--- src/rtl/alu_pkg.sv ---
// Shared definitions for the sequential ALU: op encodings, FSM states, default width
// and the alu_control decoder.
package alu_pkg;

    localparam int unsigned ALU_WIDTH = 32;

    typedef enum logic [1:0] {
        ALU_ADD = 2'd0,
        ALU_SUB = 2'd1,
        ALU_MUL = 2'd2,
        ALU_DIV = 2'd3
    } alu_op_e;

    typedef enum logic [1:0] {
        IDLE = 2'd0,
        EXEC = 2'd1,
        DONE = 2'd2
    } alu_state_e;

    // Unused encodings fall back to add.
    function automatic alu_op_e alu_decode(input logic [2:0] ctrl);
        alu_op_e op;
        case (ctrl)
            3'b001:  op = ALU_SUB;
            3'b010:  op = ALU_MUL;
            3'b011:  op = ALU_DIV;
            default: op = ALU_ADD;
        endcase
        return op;
    endfunction

endpackage

--- src/rtl/alu_shift_divider.sv ---
// Restoring unsigned divider datapath: one quotient bit per step, quotient bits shift in
// at the bottom of the register that holds the dividend.
module alu_shift_divider
    import alu_pkg::*;
#(
    parameter int unsigned WIDTH = ALU_WIDTH
) (
    input  logic             clk,
    input  logic             rst_n,
    input  logic             load,
    input  logic             step,
    input  logic [WIDTH-1:0] dividend,
    input  logic [WIDTH-1:0] divisor,
    output logic [WIDTH-1:0] quotient_next
);

    logic [WIDTH-1:0] rem_q, rem_d;
    logic [WIDTH-1:0] quot_q, quot_d;
    logic [WIDTH-1:0] dvsr_q, dvsr_d;
    logic [WIDTH:0]   rem_shift;
    logic [WIDTH:0]   rem_diff;
    logic             fits;

    assign rem_shift     = {rem_q, quot_q[WIDTH-1]};
    assign rem_diff      = rem_shift - {1'b0, dvsr_q};
    assign fits          = (rem_shift >= {1'b0, dvsr_q});
    assign quotient_next = {quot_q[WIDTH-2:0], fits};

    always_comb begin
        rem_d  = rem_q;
        quot_d = quot_q;
        dvsr_d = dvsr_q;
        if (load) begin
            rem_d  = '0;
            quot_d = dividend;
            dvsr_d = divisor;
        end else if (step) begin
            // A kept remainder is always below the divisor, so it fits in WIDTH bits.
            rem_d  = fits ? rem_diff[WIDTH-1:0] : rem_shift[WIDTH-1:0];
            quot_d = quotient_next;
        end
    end

    always_ff @(posedge clk or negedge rst_n) begin
        if (!rst_n) begin
            rem_q  <= '0;
            quot_q <= '0;
            dvsr_q <= '0;
        end else begin
            rem_q  <= rem_d;
            quot_q <= quot_d;
            dvsr_q <= dvsr_d;
        end
    end

endmodule

--- src/rtl/alu_seq_exec.sv ---
// Sequential ALU: single-cycle add/sub, WIDTH-cycle shift-add multiply and restoring
// divide, with a registered result and one-cycle done pulse.
module alu_seq_exec
    import alu_pkg::*;
#(
    parameter int unsigned WIDTH = ALU_WIDTH
) (
    input  logic             clk,
    input  logic             rst_n,
    input  logic             start,
    input  logic [2:0]       alu_control,
    input  logic [WIDTH-1:0] a,
    input  logic [WIDTH-1:0] b,
    output logic             busy,
    output logic             done,
    output logic [WIDTH-1:0] result,
    output logic             zero,
    output logic             div_by_zero
);

    localparam logic [WIDTH-1:0] CntLast = WIDTH'(WIDTH - 1);

    alu_state_e       state_q, state_d;
    alu_op_e          op_q, op_d;
    alu_op_e          op_dec;
    logic [WIDTH-1:0] cnt_q, cnt_d;
    logic [WIDTH-1:0] mcand_q, mcand_d;
    logic [WIDTH-1:0] mplier_q, mplier_d;
    logic [WIDTH-1:0] acc_q, acc_d;
    logic [WIDTH-1:0] acc_next;
    logic [WIDTH-1:0] result_q, result_d;
    logic             zero_q, zero_d;
    logic             dbz_q, dbz_d;
    logic             div_load;
    logic             div_step;
    logic [WIDTH-1:0] div_quot_next;

    assign op_dec   = alu_decode(alu_control);
    assign acc_next = acc_q + (mplier_q[0] ? mcand_q : '0);

    alu_shift_divider #(
        .WIDTH (WIDTH)
    ) u_div (
        .clk           (clk),
        .rst_n         (rst_n),
        .load          (div_load),
        .step          (div_step),
        .dividend      (a),
        .divisor       (b),
        .quotient_next (div_quot_next)
    );

    always_comb begin
        state_d  = state_q;
        op_d     = op_q;
        cnt_d    = cnt_q;
        mcand_d  = mcand_q;
        mplier_d = mplier_q;
        acc_d    = acc_q;
        result_d = result_q;
        zero_d   = zero_q;
        dbz_d    = dbz_q;
        div_load = 1'b0;
        div_step = 1'b0;

        case (state_q)
            EXEC: begin
                if (op_q == ALU_MUL) begin
                    acc_d    = acc_next;
                    mcand_d  = mcand_q << 1;
                    mplier_d = mplier_q >> 1;
                end else begin
                    div_step = 1'b1;
                end
                if (cnt_q == CntLast) begin
                    result_d = (op_q == ALU_MUL) ? acc_next : div_quot_next;
                    zero_d   = (result_d == '0);
                    state_d  = DONE;
                end else begin
                    cnt_d = cnt_q + 1'b1;
                end
            end
            default: begin
                // IDLE and DONE both accept a new operation.
                state_d = IDLE;
                if (start) begin
                    op_d  = op_dec;
                    cnt_d = '0;
                    dbz_d = 1'b0;
                    case (op_dec)
                        ALU_MUL: begin
                            mcand_d  = a;
                            mplier_d = b;
                            acc_d    = '0;
                            state_d  = EXEC;
                        end
                        ALU_DIV: begin
                            if (b == '0) begin
                                result_d = '1;
                                zero_d   = 1'b0;
                                dbz_d    = 1'b1;
                                state_d  = DONE;
                            end else begin
                                div_load = 1'b1;
                                state_d  = EXEC;
                            end
                        end
                        ALU_SUB: begin
                            result_d = a - b;
                            zero_d   = (result_d == '0);
                            state_d  = DONE;
                        end
                        default: begin
                            result_d = a + b;
                            zero_d   = (result_d == '0);
                            state_d  = DONE;
                        end
                    endcase
                end
            end
        endcase
    end

    always_ff @(posedge clk or negedge rst_n) begin
        if (!rst_n) begin
            state_q  <= IDLE;
            op_q     <= ALU_ADD;
            cnt_q    <= '0;
            mcand_q  <= '0;
            mplier_q <= '0;
            acc_q    <= '0;
            result_q <= '0;
            zero_q   <= 1'b0;
            dbz_q    <= 1'b0;
        end else begin
            state_q  <= state_d;
            op_q     <= op_d;
            cnt_q    <= cnt_d;
            mcand_q  <= mcand_d;
            mplier_q <= mplier_d;
            acc_q    <= acc_d;
            result_q <= result_d;
            zero_q   <= zero_d;
            dbz_q    <= dbz_d;
        end
    end

    assign busy        = (state_q == EXEC);
    assign done        = (state_q == DONE);
    assign result      = result_q;
    assign zero        = zero_q;
    assign div_by_zero = dbz_q;

endmodule
--- config.mk ---
export PLATFORM = sky130hd
export DESIGN_NAME = alu_seq_exec
export DESIGN_NICKNAME = d
export VERILOG_FILES = /design/src/rtl/alu_pkg.sv /design/src/rtl/alu_shift_divider.sv /design/src/rtl/alu_seq_exec.sv
export SDC_FILE = /design/constraint.sdc
export NUM_CORES = 1
export LEC_CHECK = 0
export BUFFER_PORTS_ARGS = -buffer_cell sky130_fd_sc_hd__buf_2
export CAP_MARGIN = 10
export CORE_MARGIN = 5
export CORE_UTILIZATION = 50
export CTS_BUF_LIST = sky130_fd_sc_hd__clkbuf_16
export CTS_CLUSTER_DIAMETER = 80
export DETAILED_ROUTE_END_ITERATION = 8
export GPL_TIMING_DRIVEN = 0
export PLACE_DENSITY_LB_ADDON = 0.1
export SETUP_SLACK_MARGIN = 0.15
export SYNTH_ARGS = -nofsm -noshare
export SYNTH_HDL_FRONTEND = slang
export SYNTH_HIERARCHICAL = 1
export SYNTH_SLANG_ARGS = --single-unit
--- constraint.sdc ---
create_clock -name clk -period 6.25 [get_ports clk]
set_input_delay 0.3125 -clock clk [delete_from_list [all_inputs] [get_ports clk]]
set_output_delay 0.3125 -clock clk [all_outputs]
set_load 0.01 [all_outputs]
# --- Word level (Yosys, flattened, before mapping) ---
# Index checks and enable logic that the tools add are counted.
totals:
  register_bits: 262
  inputBits: 70
  out_inout_bits: 36
  word_cells: 91
classes:
  add_sub_neg: 5
  order_cmp: 1
  eq_ne: 15
  mux: 46
  n_bitwise: 1
  n_reduce_logical: 11
op_table:
  columns: ["operator", "n"]
  rows:
  - ["32-bit two-way mux", 26]
  - ["32-bit logical NOT", 4]
  - ["32-bit case mux with 3 select lines", 1]
  - ["32-bit adder", 2]
  - ["32-bit subtractor", 2]
  - ["33-bit by 32-bit greater-or-equal comparator with 1-bit output", 1]
  - ["32-bit by 1-bit adder with 32-bit output (second input constant)", 1]
  - ["32-bit by 5-bit == test with 1-bit output (second input constant)", 1]
  - ["1-bit two-way mux", 12]
  - ["2-bit == test (second input constant)", 4]
  - ["2-bit two-way mux", 4]
  - ["3-bit by 2-bit == test with 1-bit output (second input constant)", 2]
  - ["2-bit case mux with 3 select lines", 1]
  - ["2-bit nonzero test", 3]
  - ["2-bit by 1-bit == test with 1-bit output (second input constant)", 2]
  - ["2-bit by 1-bit != test with 1-bit output (second input constant)", 2]
  - ["2-bit != test (second input constant)", 2]
  - ["2-bit case mux with 2 select lines", 1]
  - ["2-bit AND reduction", 2]
  - ["4-bit AND reduction", 1]
  - ["3-bit by 1-bit == test with 1-bit output (second input constant)", 1]
  - ["3-bit != test (second input constant)", 1]
  - ["1-bit case mux with 3 select lines", 1]
  - ["3-bit AND reduction", 1]
  - ["1-bit NOT", 1]

# --- Depth between registers and ports, before layout ---
depth:
  depth_word: 7
  ltp_mapped: 21
  ltp_nobuf: 18

# --- Modules after synthesis ---
# The synthesis kept the hierarchy.
by_module_without_submodules:
  columns: ["mod", "instances", "cells_per_inst", "area_per_inst_um2"]
  rows:
  - ["alu_seq_exec", 1, 1787, 13975.9]
  - ["alu_shift_divider", 1, 737, 6303.5]

# --- Worst setup path after synthesis ---
# Ideal clock, no wire load.
synth_timing:
  path_type: "flip-flop to flip-flop"
  from: "register u_div.rem_q[2]"
  to: "register zero_q, in the netlist zero"
  setup_time_ns: 0.080
  t_arrival_ns: 4.705
  path_slack_ns: 1.464
  stages_incl_launch_ff: 20
  period_less_slack_ns: 4.786
  path_cell_list: "dfrtp_1 > ha_1 > a21o_1 > a21oi_1 > a2111oi_4 > nor2_2 > a2111oi_4 > a21oi_2 > clkinv_2 > buf_6 > buf_4 > nor3_1 > a31oi_1 > or3_1 > or4_1 > or4_1 > or4_1 > nor4b_2 > a32oi_1 > o211ai_2"
synth_between:
  elab_chain_len: 5
synth_lines:
  columns: ["item", "line_no", "rtl"]
  rows:
  - ["start, declared", "alu_shift_divider.sv:17", "logic [WIDTH-1:0] rem_q, rem_d;"]
  - ["start signal, assigned", "alu_shift_divider.sv:50", "rem_q <= rem_d;"]
  - ["33-bit by 32-bit greater-or-equal comparator with 1-bit output", "alu_shift_divider.sv:26", "assign fits = (rem_shift >= {1'b0, dvsr_q});"]
  - ["named net u_div.fits", "alu_shift_divider.sv:22", "logic fits;"]
  - ["32-bit two-way mux", "alu_seq_exec.sv:76", "result_d = (op_q == ALU_MUL) ? acc_next : div_quot_next;"]
  - ["32-bit logical NOT", "alu_seq_exec.sv:77", "zero_d = (result_d == '0);"]
  - ["1-bit two-way mux", "alu_seq_exec.sv:75", "if (cnt_q == CntLast) begin"]
  - ["1-bit two-way mux", "alu_seq_exec.sv:66", "case (state_q)"]
  - ["end signal, assigned", "alu_seq_exec.sv:143", "zero_q <= zero_d;"]
  - ["end, declared", "alu_seq_exec.sv:32", "logic zero_q, zero_d;"]
# The timed path passes the listed nets, and every way through them passes these cells. The select of a mux whose other input is x is not followed.
# A chain may end at the register's enable or synchronous reset.

# --- Final worst setup path ---
layout_timing:
  from: "register u_div.rem_q[17]"
  to: "register zero_q, in the netlist zero"
# The elaborated chain is that of the path after synthesis.

==> results.md <==
* Final hold vios at 0
* Crit. End Element: register
* EDFF count, synth at 0
* CTS tree: done
* Grt ovf at 0
* Clk sinks at ~260
* Die X at 211 um
* Max_cap viols at 0
* Final worst slack at around 550 ps
* Global-route wire length before repair at 111,000 um
* Worst Hold Depth at 3
* Leak at roughly 9.9 nW
* Initial antenna violation count at 2
* Starting DRT DRC Count at 1,972
* Pwr per Cell Area at 432 mW/mm2
* Worst r2r src: u_div/rem_q[17]
* Die H at about 210 um
* Syn avg cell area at approximately 8 um2
* Commonest cells after routing, fill and taps aside: nand2_1 (291), dfrtp_1 (262), o21ai_0 (240)
* Commonest non-fill, non-tap cell in the layout: nand2_1
* Met2 GRT Util at between 40% and 50%
* Number of fill cells in the layout at ~3,800
* Worst Setup Slack post-DPL at 606 ps
* Total core area at 0.0399 mm2
* Tmin final at between 5000 and 6000 ps
* GPL Wtd Cong at approximately 0.96
* Cell Count Post-Placement at about 3,200
* Actual slew at the worst max-slew pin at approximately 1000 ps
* Slew Viols, Final at 0
* Post-CTS sizing at 0
* Worst Min Path Start: a[0]
* Netlist cell types at just over 90
* H-tree depth at 2
* Ratio of cells with drive above 1 in the final layout at under 10%
* Number of global-route vias before repair at approximately 19,000
* HP Class: in2reg
* M1 GR Usage at a little under half
* Worst Hold Path EP: u_div/quot_q[0]
* Fmax at approximately 180 MHz
* Worst r2r path cells at 20
* Area grow syn2layout at 11.3%
* Worst Path Max Fanout at 10
* Final net count at about 2,900
* YS warnings at 6
* Post-synthesis cell area at ~0.02 mm2
* Final hold slack at ~37 ps
* CP Class: reg2reg
* RSZ-0062 raised after global routing: no
* Yosys reg bits at about 260
* CP Data Required Time at between 6000 and 7000 ps
* DP Wirelength at about 57,000 um
* Finished Layout Cells at ~3,200
* Total Power at around 9.8 mW
* Post-Synthesis Cells at between 2,000 and 3,000
* Pre-antenna DRT Iters at 6
* Full die area at between 0.04 and 0.05 mm2
* M3 GR Usage at between 5 and 6%
* CP arrival at ~6200 ps
* Num CTS Buffers at 34
* IO Pins at ~110
* Skew final at approximately 29 ps
* Post-route ant nets at 0
* Grt peak-use layer: met2
* Drc violations at 0
* Starting Density at between 50% and 60%
* Register area share after synthesis at 32.3%
* Max Buffers Root-to-Sink at 3
* Root Driver: clkbuf_16
* FP Rows at 73
* Gr usage total at 31.9%
* Detailed Route WL at ~73,000 um
* Synth top area share at between 30% and 40%
* Reg2Reg Setup Slack at approximately 550 ps
* Final setup fails at 0
* DR vias/cell at 6.19
* Period utilisation layout at 91.2%
* Reg area at approximately 0.0066 mm2
* Asr flop ratio synth at 100%
* Largest net degree at the start of global routing at 104
* CTS clock-pin slew for the worst setup and hold paths at 60 ps
* Dominant synthesized flop cell: dfrtp_1
* Max-slew headroom at ~30%
* VDD IR max at between 0.0003 and 0.0004 V
* Most area-consuming cells after synthesis: dfrtp_1 (32%), ha_1 (7.8%), o21ai_0 (5.9%)
* Post-Syn Nets at 2,725
* Clk Latency, worst-skew pair at around 570 ps
* IO Port Bufs at about 110
* Status: finished clean
* Vias post-DR at 19,919
* Startpoint Class: register
* Area of the multi-input gates at 0.0125 mm2
* Dominant cell type by area after synthesis: dfrtp_1
* Worst R2R End: zero
* Wire length per cell at roughly 23 um
[cells by family after synthesis]
logic type	after synthesis	synth area share [%]
and+or+nand+nor	843	19.6
AOI/OAI and AO/OA	782	24.0
buffers and inverters	294	6.10
DFF	262	32.3
xor gates and xnor gates	132	5.70
adders and majority gates	131	8.23
muxes	80	3.97
[flip-flops by register name, indices dropped and copies added, names as in the netlist]
| signal | count |
|---|---|
| state_q | 2 |
| div_by_zero | 1 |
| op_q | 2 |
| u_div/rem_q | 32 |
| mcand_q | 32 |
| cnt_q | 32 |
| u_div/quot_q | 32 |
| result | 32 |
| u_div/dvsr_q | 32 |
| acc_q | 32 |
| zero | 1 |
| mplier_q | 32 |
[where the power goes]
part	internal [mW]	switching (mW)
combinational	1.93	3.14
clock	1.06	0.804
sequential	2.35	0.484
[area by class of cell]
class / count / share of cell area, %
sequential: 262 / 29.0
buffer: 182 / 3.61
clock inverter: 26 / 0.720
multi-input combinational: 1968 / 55.3
tap: 525 / 2.91
antenna: 2 / 0.0222
timing repair buffer: 108 / 2.66
inverter: 112 / 1.87
clock buffer: 35 / 3.88
[critical path: stages (launching register included)]
cell and delay [ps]:
dfrtp_1 390, ha_1 300, clkbuf_1 220, a21oi_1 170
o21ai_0 200, a211oi_1 320, o21ai_0 140, a31o_1 200
a21oi_2 340, clkinv_2 260, buf_6 220, buf_4 160
nor3_1 180, a31oi_1 60, or3_1 360, or4_1 490
or4_1 500, or4_1 550, nor4b_2 230, a32oi_1 220
o211ai_2 120
[routing by layer]
metal	up-vias	share of wire (%)	wire, um
met5	-	0	0
met2	838	43	31500
met4	0	4.8	3500
li1	9288	-	-
met3	162	7.9	5790
met1	9631	44	32400
[Yosys cell counts, drive strengths merged (12+ instances only)]
| cell type | number |
|---|---|
| a21o | 36 |
| xor2 | 54 |
| nand3 | 46 |
| nor2b | 22 |
| nor4 | 29 |
| and2 | 43 |
| o22ai | 23 |
| nand4 | 33 |
| clkbuf | 134 |
| nand2b | 27 |
| a211oi | 51 |
| a21oi | 218 |
| o21ai | 251 |
| buf | 48 |
| o21a | 19 |
| a31oi | 23 |
| inv | 108 |
| nor3 | 44 |
| mux2i | 77 |
| and3 | 23 |
| or3 | 14 |
| xnor2 | 78 |
| ha | 127 |
| nor2 | 223 |
| dfrtp | 262 |
| o31ai | 18 |
| o21bai | 12 |
| o211ai | 22 |
| nand2 | 291 |
[per-stage QoR]
step | setup TNS, ps | cell area, um2 | util (%)
floorplan | 0 | 20300 | -
global placement | -16020 | 21500 | 53.8
detailed placement | 0 | 21500 | 53.9
CTS | 0 | 22600 | 56.6
global route | 0 | 22600 | 56.6
finish | 0 | 22600 | 56.6
[worst max-delay path by stage]
stage                          from      endpoint  cells after the start
finish              u_div/rem_q[17]          zero                     20
global route        u_div/rem_q[17]          zero                     20
CTS                  u_div/rem_q[2]          zero                     19
detailed placement  u_div/rem_q[17]          zero                     20
global placement              rst_n  mplier_q[28]                      1
floorplan            u_div/rem_q[2]          zero                     19
[repair_timing]
| item | CTS | global route |
|---|---|---|
| hold buffers | 1 | 0 |
| endpoints found under the hold margin | 62 | 0 |
| setup buffers | 0 | 0 |
Note: power is estimated with default switching activity, not from simulation.
